**config.mk**
```make
export PLATFORM = sky130hd
export DESIGN_NAME = change_dispense_ctrl
export DESIGN_NICKNAME = d
export VERILOG_FILES = /design/src/rtl/change_dispense_ctrl_pkg.sv /design/src/rtl/change_dispense_ctrl_coin_handshake.sv /design/src/rtl/change_dispense_ctrl.sv
export SDC_FILE = /design/constraint.sdc
export NUM_CORES = 1
export LEC_CHECK = 0
export BUFFER_PORTS_ARGS = -buffer_cell sky130_fd_sc_hd__buf_2
export CORE_UTILIZATION = 50
export DETAILED_ROUTE_END_ITERATION = 16
export PLACE_DENSITY = 0.74
export SYNTH_ARGS = -nofsm -noshare
export SYNTH_HDL_FRONTEND = slang
export SYNTH_HIERARCHICAL = 1
export SYNTH_SLANG_ARGS = --single-unit
```
**constraint.sdc**
```tcl
create_clock -name clk -period 3.25 [get_ports clk]
set_clock_uncertainty 0.1 [all_clocks]
set_input_delay 0.325 -clock clk [delete_from_list [all_inputs] [get_ports clk]]
set_output_delay 0.325 -clock clk [all_outputs]
set_load 0.02 [all_outputs]
```
**src/rtl/change_dispense_ctrl_pkg.sv**
```systemverilog
`default_nettype none
// ============================================================================
// Module      : change_pkg
// Description : Shared types and constants for the change dispenser.
//               Holds the controller state encoding, the two coin values
//               and the default money width.
// Revision    : 1.0  initial release
// ============================================================================
package change_pkg;

    localparam int AMT_W_DEFAULT = 8;
    localparam int COIN_BIG      = 10;
    localparam int COIN_SMALL    = 5;

    typedef enum logic [2:0] {
        S_IDLE  = 3'd0,
        S_CHECK = 3'd1,
        S_REQ10 = 3'd2,
        S_REL10 = 3'd3,
        S_REQ5  = 3'd4,
        S_REL5  = 3'd5,
        S_DONE  = 3'd6,
        S_ERR   = 3'd7
    } state_t;

endpackage
`default_nettype wire

```
**src/rtl/change_dispense_ctrl_coin_handshake.sv**
```systemverilog
`default_nettype none
// ============================================================================
// Module      : coin_handshake
// Description : One 4-phase req/ack channel toward the coin hopper.
//               go       : controller is in a request phase (req follows it)
//               rel      : controller is waiting for ack to return low
//               ack      : hopper acknowledge
//               req      : request to hopper
//               complete : ack accepted during request phase
//               released : ack observed low during release phase
//               timeout_flag : waited TIMEOUT cycles in the current phase
//               Optional macro: COIN_TIMEOUT_EN enables the wait counter.
// Revision    : 1.0  initial release
// ============================================================================
module coin_handshake #(
    parameter int TIMEOUT = 1024
) (
    input  logic clk,
    input  logic reset,
    input  logic go,
    input  logic rel,
    input  logic ack,
    output logic req,
    output logic complete,
    output logic released,
    output logic timeout_flag
);

    // An ack only counts once it has been seen low since the previous
    // completed coin; an ack left high from an earlier handshake is stale.
    logic armed;

    always_ff @(posedge clk) begin
        if (!reset) begin
            armed <= 1'b0;
        end else begin
            armed <= ~ack | (armed & ~complete);
        end
    end

    assign req      = go;
    assign complete = go & ack & armed;
    assign released = rel & ~ack;

`ifdef COIN_TIMEOUT_EN
    localparam int CNT_W = $clog2(TIMEOUT + 1);

    logic             waiting;
    logic [CNT_W-1:0] wait_cnt;

    // Counter restarts whenever a phase ends, so it is zero on entry to
    // both the request and the release phase.
    assign waiting = (go & ~complete) | (rel & ~released);

    always_ff @(posedge clk) begin
        if (!reset || !waiting) begin
            wait_cnt <= '0;
        end else begin
            wait_cnt <= wait_cnt + 1'b1;
        end
    end

    assign timeout_flag = waiting && (wait_cnt == CNT_W'(TIMEOUT - 1));
`else
    // Parameter stays referenced so both builds share one interface.
    assign timeout_flag = 1'b0 & (TIMEOUT == 0);
`endif

endmodule
`default_nettype wire

```
**src/rtl/change_dispense_ctrl.sv**
```systemverilog
`default_nettype none
// ============================================================================
// Module      : change_dispense_ctrl
// Description : Pays out an amount largest-coin-first (10 then 5), one coin
//               per 4-phase handshake, exporting the remaining balance.
//   Ports: clk, reset (sync, active-low), start, amount, abort, coin_ack,
//          coin10_req, coin5_req, remaining, busy, done, err.
//   Optional macro: COIN_TIMEOUT_EN -> hopper wait timeout of TIMEOUT cycles.
// Revision    : 1.0  initial release
// ============================================================================
module change_dispense_ctrl
    import change_pkg::*;
#(
    parameter int AMT_W   = AMT_W_DEFAULT,
    parameter int TIMEOUT = 1024
) (
    input  logic             clk,
    input  logic             reset,
    input  logic             start,
    input  logic [AMT_W-1:0] amount,
    input  logic             abort,
    input  logic             coin_ack,
    output logic             coin10_req,
    output logic             coin5_req,
    output logic [AMT_W-1:0] remaining,
    output logic             busy,
    output logic             done,
    output logic             err
);

    state_t           state;
    state_t           next_state;
    logic             abort_q;
    logic             abort_seen;
    logic             hs_go;
    logic             hs_rel;
    logic             hs_req;
    logic             hs_complete;
    logic             hs_released;
    logic             hs_timeout;
    logic             sel_big;
    logic [AMT_W-1:0] coin_val;

    assign abort_seen = abort_q | abort;
    assign coin_val   = sel_big ? AMT_W'(COIN_BIG) : AMT_W'(COIN_SMALL);

    coin_handshake #(
        .TIMEOUT (TIMEOUT)
    ) u_handshake (
        .clk          (clk),
        .reset        (reset),
        .go           (hs_go),
        .rel          (hs_rel),
        .ack          (coin_ack),
        .req          (hs_req),
        .complete     (hs_complete),
        .released     (hs_released),
        .timeout_flag (hs_timeout)
    );

    // State register
    always_ff @(posedge clk) begin
        if (!reset) begin
            state <= S_IDLE;
        end else begin
            state <= next_state;
        end
    end

    // Next-state logic
    always_comb begin
        next_state = state;
        case (state)
            S_IDLE: begin
                if (start) next_state = S_CHECK;
            end
            S_CHECK: begin
                if (abort_seen)                                    next_state = S_IDLE;
                else if ((remaining % AMT_W'(COIN_SMALL)) != '0)   next_state = S_ERR;
                else if (remaining >= AMT_W'(COIN_BIG))            next_state = S_REQ10;
                else if (remaining == AMT_W'(COIN_SMALL))          next_state = S_REQ5;
                else if (remaining == '0)                          next_state = S_DONE;
                else                                               next_state = S_ERR;
            end
            S_REQ10: begin
                if (hs_timeout)       next_state = S_IDLE;
                else if (hs_complete) next_state = S_REL10;
            end
            S_REQ5: begin
                if (hs_timeout)       next_state = S_IDLE;
                else if (hs_complete) next_state = S_REL5;
            end
            S_REL10, S_REL5: begin
                if (hs_timeout)       next_state = S_IDLE;
                else if (hs_released) next_state = abort_seen ? S_IDLE : S_CHECK;
            end
            S_DONE:  next_state = S_IDLE;
            S_ERR:   next_state = S_IDLE;
            default: next_state = S_IDLE;
        endcase
    end

    // Output decode
    always_comb begin
        hs_go      = (state == S_REQ10) || (state == S_REQ5);
        hs_rel     = (state == S_REL10) || (state == S_REL5);
        sel_big    = (state == S_REQ10) || (state == S_REL10);
        busy       = (state != S_IDLE);
        done       = (state == S_DONE);
        coin10_req = hs_req & sel_big;
        coin5_req  = hs_req & ~sel_big;
    end

    // Balance, sticky error and latched abort
    always_ff @(posedge clk) begin
        if (!reset) begin
            remaining <= '0;
            err       <= 1'b0;
            abort_q   <= 1'b0;
        end else begin
            if ((state == S_IDLE) && start) begin
                remaining <= amount;
                err       <= 1'b0;
            end else if (hs_complete && (remaining >= coin_val)) begin
                remaining <= remaining - coin_val;
            end

            if ((state == S_ERR) || hs_timeout) begin
                err <= 1'b1;
            end

            if (next_state == S_IDLE) begin
                abort_q <= 1'b0;
            end else if (busy && abort) begin
                abort_q <= 1'b1;
            end
        end
    end

endmodule
`default_nettype wire

```
==> results of run 1 <==
==> worst paths after layout <==
kind              cells after the start  slack (ns)                      endpoint
setup reg to reg                     13        0.12           state[2]$_SDFF_PN0_
hold / removal                        2        0.14  u_handshake/armed$_SDFF_PN0_
hold reg to reg                       2        0.38  u_handshake/armed$_SDFF_PN0_
setup / recovery                     13        0.12           state[2]$_SDFF_PN0_
==> cell usage in the layout, fill, tap and decap left out, drive strengths merged, types with 2 or more instances in the layout <==
| cell type | n |
|---|---|
| dfxtp | 14 |
| a2111oi | 2 |
| nor2 | 21 |
| nand2b | 6 |
| mux2i | 6 |
| nand2 | 22 |
| nor3 | 7 |
| nor2b | 12 |
| a311oi | 3 |
| ha | 6 |
| nor3b | 2 |
| a211o | 2 |
| nor4 | 2 |
| a211oi | 6 |
| xor2 | 3 |
| nand4 | 2 |
| a31oi | 8 |
| inv | 9 |
| a21o | 6 |
| and2 | 2 |
| nor4b | 4 |
| o311ai | 3 |
| o22ai | 3 |
| xnor2 | 7 |
| o211a | 2 |
| clkbuf | 4 |
| a21oi | 15 |
| buf | 45 |
| or3 | 3 |
| and3 | 4 |
| o31ai | 2 |
| o21ai | 15 |
==> area by class of cell <==
class	instances	area share [%]
multi-input combinational	193	65.4
inverter	10	2.06
clock buffer	4	1.81
timing repair buffer	45	13.7
sequential	14	14.3
tap	44	2.74
==> cells in the mapped netlist, types with 2 or more instances <==
cell type	n
nand2_1	22
nor2_1	21
a21oi_1	15
dfxtp_1	14
o21ai_0	14
nor2b_1	11
inv_1	10
a31oi_1	8
buf_2	8
clkbuf_1	8
nor3_1	7
xnor2_1	7
a21o_1	6
ha_1	6
mux2i_1	6
nand2b_1	6
a211oi_1	5
nor4b_1	4
a311oi_1	3
and3_1	3
buf_4	3
o22ai_1	3
or3_1	3
xor2_1	3
a2111oi_0	2
a211o_1	2
and2_1	2
buf_1	2
nand4_1	2
nor3b_1	2
nor4_1	2
o211a_1	2
o311ai_0	2
o31ai_1	2
==> per-stage QoR <==
stage / power (mW) / hold WS, ns / setup slack (ns) / util [%]
after floorplan: 0.865 / 0.316 / 0.00989 / -
after global placement: 1.04 / 0.354 / 0.156 / 61.5
after detailed placement: 1.05 / 0.358 / 0.0379 / 61.5
after CTS: 1.19 / 0.131 / 0.0296 / 62.6
after global routing: 1.33 / 0.129 / 0.00527 / 64.2
final: 1.23 / 0.138 / 0.117 / 64.2
==> power groups by stage <==
| stage | registers, mW | logic [mW] | clock network, mW |
|---|---|---|---|
| after floorplan | 0.264 | 0.600 | 0 |
| after global placement | 0.260 | 0.783 | 0 |
| after detailed placement | 0.260 | 0.793 | 0 |
| after CTS | 0.256 | 0.798 | 0.132 |
| after global routing | 0.268 | 0.924 | 0.141 |
| final | 0.261 | 0.841 | 0.129 |
==> sequential cells by signal (all words and copies together), names as in the netlist <==
name and flops:
abort_q 1, err 1, remaining 8, state 3, u_handshake/armed 1
==> repair_timing <==
item,in CTS,in global routing
endpoints found under the hold margin,0,0
endpoints found under the setup margin,0,2
gates resized for setup,0,8
setup buffers,0,1
==> layer usage <==
| metal | global-route usage (%) | share of wire [%] |
|---|---|---|
| met4 | 7.31 | 1.2 |
| met3 | 4.55 | 5.8 |
| met1 | 36.4 | 47 |
| met2 | 38.1 | 45 |
| met5 | 0 | 0 |
==> cells by family after synthesis <==
group / after synthesis / share of synthesized area [%]
and+or+nand+nor: 93 / 29.4
AOI/OAI and AO/OA: 76 / 31.3
buffers and inverters: 31 / 8.15
DFF: 14 / 16.6
xor gates and xnor gates: 10 / 5.19
adders and majority gates: 7 / 5.63
muxes: 6 / 3.56
other: 1 / 0.222
==> worst reg2reg max path: stages (launching register included) <==
cell and delay, ns:
dfxtp_1 0.43, buf_4 0.21, buf_4 0.22, nand3b_1 0.17
nor3_1 0.30, a211oi_2 0.10, ha_2 0.21, buf_4 0.14
a311o_1 0.30, o311ai_1 0.08, o31a_2 0.24, mux2i_1 0.09
a211o_1 0.33, a41oi_2 0.17
==> flow_metrics.tcl, run 1 <==
set metrics [dict create \
    dr_total_vias 1853 \
    vias_per_cell 5.98 \
    hold_violations 0 \
    wire_per_inst_um 14.4 \
    required_ns 3.37 \
    htreeDepth 1 \
    ys_async_sr_fraction_pct 0 \
    drt_pass1_iterations 4 \
    ctsLongestPathBuffers 2 \
    finalCritPeriodShare_pct 96.4 \
    yosysTopAreaCellShare_pct 16.6 \
    grt_pass1_wl_um 6990 \
    pwr-share-comb_pct 68.3 \
    cts_tree "built" \
    root_buffer "clkbuf_4" \
    post_dp_cell_area_um2 1920 \
    syn_area_um2 1690 \
    grt_max_degree 23 \
    cts.clk_slew.worst_paths_ns 0.10 \
    drt_iter0_markers 111 \
    areaGrowthSynthToFinish_pct 19.0 \
    antennaDiodeCount 0 \
    power.density_nw_per_um2 613 \
    synth_area_per_cell_um2 7.09 \
    globalRouteOverflowTotal 0 \
    arrival_ns 3.25 \
    syn-instance-count 238 \
    reg2reg_from "remaining[3]$_SDFFE_PN0P_" \
    pwr-share-seq_pct 21.2 \
    cts_hold_buf 0 \
    portBuffers 25 \
    ys_ff_latch 14 \
    finalNonFillerCells 310 \
    clkSinkCount 14 \
    worst_path_most_repeated_cell "buf_4" \
    grt_setup_unrepaired "false" \
    ys_types 56 \
    syn_nets 258 \
    dieArea_um2 3610 \
    core_um2 3130 \
    setup_tns_ns 0 \
    cp_top_family "compound AO/OA/AOI/OAI gates" \
    num-nets-final 287 \
    cts-buffers-inserted 3 \
    synthFlopType "dfxtp_1" \
    synth_edf_count 0 \
    post-place-cells 305 \
    chipHeight_um 60.1 \
    leakagePower_nw 0.898 \
    p_sw_uw 591 \
    intPower_uw 640 \
    path_class "flop to flop" \
    fin_area_um2 2010 \
    status "finished clean" \
    cp_cell_sequence "buf_4 > buf_4 > nand3b_1 > nor3_1 > a211oi_2 > ha_2 > buf_4 > a311o_1 > o311ai_1 > o31a_2 > mux2i_1 > a211o_1 > a41oi_2" \
    startpoint_type "flop" \
    start_util_pct 54.0 \
    min_period_ns 3.13 \
    cp_slowest_cell "dfxtp_1" \
    multiInputGateArea_um2 1310 \
    grt_pass1_vias 1507 \
    ioPinCount 26 \
    slew_headroom_pct 66.3 \
    critPathMaxStageDelay_ns 0.43 \
    hold_path.class "input pin to flop" \
    worst_pin_slew_ns 0.493 \
    drv_slew 0 \
    fillerInstances 292 \
    drv_cap 0 \
    synth_area_leader_cell "dfxtp_1" \
    clk_latency_ns 0.29 \
    seq_area_um2 287 \
    chipWidth_um 60.1 \
    layout-drive-gt1-share_pct 25.6 \
    ys_top_cells_by_area "dfxtp_1 (17%), nand2_1 (4.9%), nor2_1 (4.7%)" \
    end_kind "flop" \
    dp_hpwl_um 3340 \
    grt_usage_pct 25.4 \
    clock.fmax_mhz 319 \
    gp_congestion 0.931 \
    routed_wl_um 4470 \
    vdd_drop_max_v 0.000327 \
    min-delay-start "coin_ack" \
    setup_viol 0 \
    p_sw_share_pct 48.0 \
    rows 20 \
    ant_nets 0 \
    critical_path.startpoint "remaining[3]$_SDFFE_PN0P_" \
    cp_num_buf_inv 3 \
    pwr-share-clk_pct 10.5 \
    yosysWarningCount 6 \
    antenna_found_initial 0 \
    synth_seq_area_share_pct 16.6 \
    drc 0 \
    crit_fanout 15 \
]
(Power assumes the default switching activity.)
==> run 2: changes to the inputs <==
Settings changed: CORE_UTILIZATION 50 to 52, PLACE_DENSITY 0.74 to 0.77.
==> flow_metrics.tcl, run 2 (synthesized netlist as in run 1, its figures left out) <==
set metrics [dict create \
    vdd_drop_max_v 0.000487 \
    dp_hpwl_um 3280 \
    status "finished clean" \
    drt_pass1_iterations 4 \
    drv_slew 0 \
    antennaDiodeCount 0 \
    rows 20 \
    required_ns 3.34 \
    start_util_pct 54.8 \
    layout_common_cells "buf_2 (25), nand2_1 (22), nor2_1 (21)" \
    path_class "flop to flop" \
    leakagePower_nw 0.885 \
    grt_max_degree 25 \
    wire_per_inst_um 14.2 \
    finalPower_mw 1.23 \
    fillerInstances 287 \
    min_period_ns 3.12 \
    layout-drive-gt1-share_pct 24.6 \
    antenna_found_initial 0 \
    reg2reg_depth 13 \
    slew_headroom_pct 62.9 \
    layout_commonest_cell "buf_2" \
    fin_util_pct 64.6 \
    clk_latency_ns 0.30 \
    hold_path.class "input pin to flop" \
    pwr-share-clk_pct 10.7 \
    cts_tree "built" \
    multiInputGateArea_um2 1310 \
    dieArea_um2 3480 \
    grt_pass1_vias 1522 \
    grt_pass1_wl_um 6920 \
    setup_tns_ns 0 \
    finalNonFillerCells 308 \
    crit_fanout 11 \
    drv_cap 0 \
    startpoint_type "flop" \
    pwr-share-seq_pct 21.5 \
    cts-buffers-inserted 3 \
    clock.fmax_mhz 321 \
    registers.top_by_ff_count "remaining" \
    clkSinkCount 14 \
    holdPathStages 2 \
    areaGrowthSynthToFinish_pct 17.8 \
    root_buffer "clkbuf_4" \
    drt_iter0_markers 119 \
    gp_congestion 0.923 \
    cts_hold_buf 0 \
    ant_nets 0 \
    whs_ns 0.121 \
    routed_wl_um 4380 \
    chipHeight_um 59.0 \
    globalRouteOverflowTotal 0 \
    power.density_nw_per_um2 620 \
    largest_reg_flops 8 \
    htreeDepth 1 \
    p_sw_share_pct 47.9 \
    p_sw_uw 591 \
    ctsLongestPathBuffers 2 \
    worst_pin_slew_ns 0.551 \
    dr_total_vias 1807 \
    intPower_uw 642 \
    drc 0 \
    setup_viol 0 \
    num-nets-final 285 \
    end_kind "flop" \
    cts.clk_slew.worst_paths_ns 0.10 \
    post-place-cells 303 \
    portBuffers 25 \
    arrival_ns 3.21 \
    top_regs "remaining (8), state (3)" \
    grt_usage_pct 26.1 \
    hold_violations 0 \
    ioPinCount 26 \
    vias_per_cell 5.87 \
    core_um2 3080 \
    chipWidth_um 59.0 \
    finalCritPeriodShare_pct 96.0 \
    pwr-share-comb_pct 67.8 \
    seq_area_um2 287 \
]
run 2: area by class of cell:
cell class	instances	share of cell area, %
Multi-Input combinational cell	193	66.0
Sequential cell	14	14.4
Timing Repair Buffer	43	13.1
Tap cell	44	2.77
Inverter	10	1.89
Clock buffer	4	1.83
run 2: final timing paths:
path,startpoint,slack (ns),endpoint
worst max-delay path,remaining[4]$_SDFFE_PN0P_,0.13,state[2]$_SDFF_PN0_
worst min-delay path,coin_ack,0.12,u_handshake/armed$_SDFF_PN0_
worst max register to register,remaining[4]$_SDFFE_PN0P_,0.13,state[2]$_SDFF_PN0_
worst min register to register,u_handshake/armed$_SDFF_PN0_,0.37,u_handshake/armed$_SDFF_PN0_
run 2: per-layer routing:
layer / global-route usage (%) / routed length [µm] / up-vias
met4: 8.84 / 78 / 0
met3: 3.28 / 191 / 7
li1: - / - / 923
met2: 40.7 / 1990 / 53
met5: 0 / 0 / -
met1: 37.0 / 2130 / 824
run 2: power by group through the flow:
stage          Combinational (mW)  Clock, mW  Sequential, mW
3_5_place_dp                0.786          0           0.265
5_1_grt                     0.918      0.137           0.272
2_1_floorplan               0.600          0           0.264
3_3_place_gp                0.774          0           0.263
6_report                    0.835      0.132           0.265
4_1_cts                     0.790      0.129           0.261
run 2: what timing repair did:
action	in CTS	in global routing
resized for setup	0	8
setup endpoints to repair	0	3
setup buffers	0	1
run 2: stage by stage:
step	instance area, µm²	setup WS, ns
final	1990	0.131
after global routing	1990	-0.00517
after global placement	1910	0.115
after floorplan	1710	0.00989
after detailed placement	1910	0.0146
after CTS	1940	0.0144
run 2: worst max-delay path, stage by stage, from the launching register on:
cell	delay, ns
dfxtp_2	0.44
xor2_1	0.19
mux2i_1	0.10
a221oi_1	0.29
nor2_1	0.08
a211oi_2	0.19
ha_2	0.26
inv_1	0.07
a21oi_1	0.13
a211oi_1	0.09
o31a_2	0.38
or3_4	0.39
a31oi_4	0.19
a41oi_2	0.12
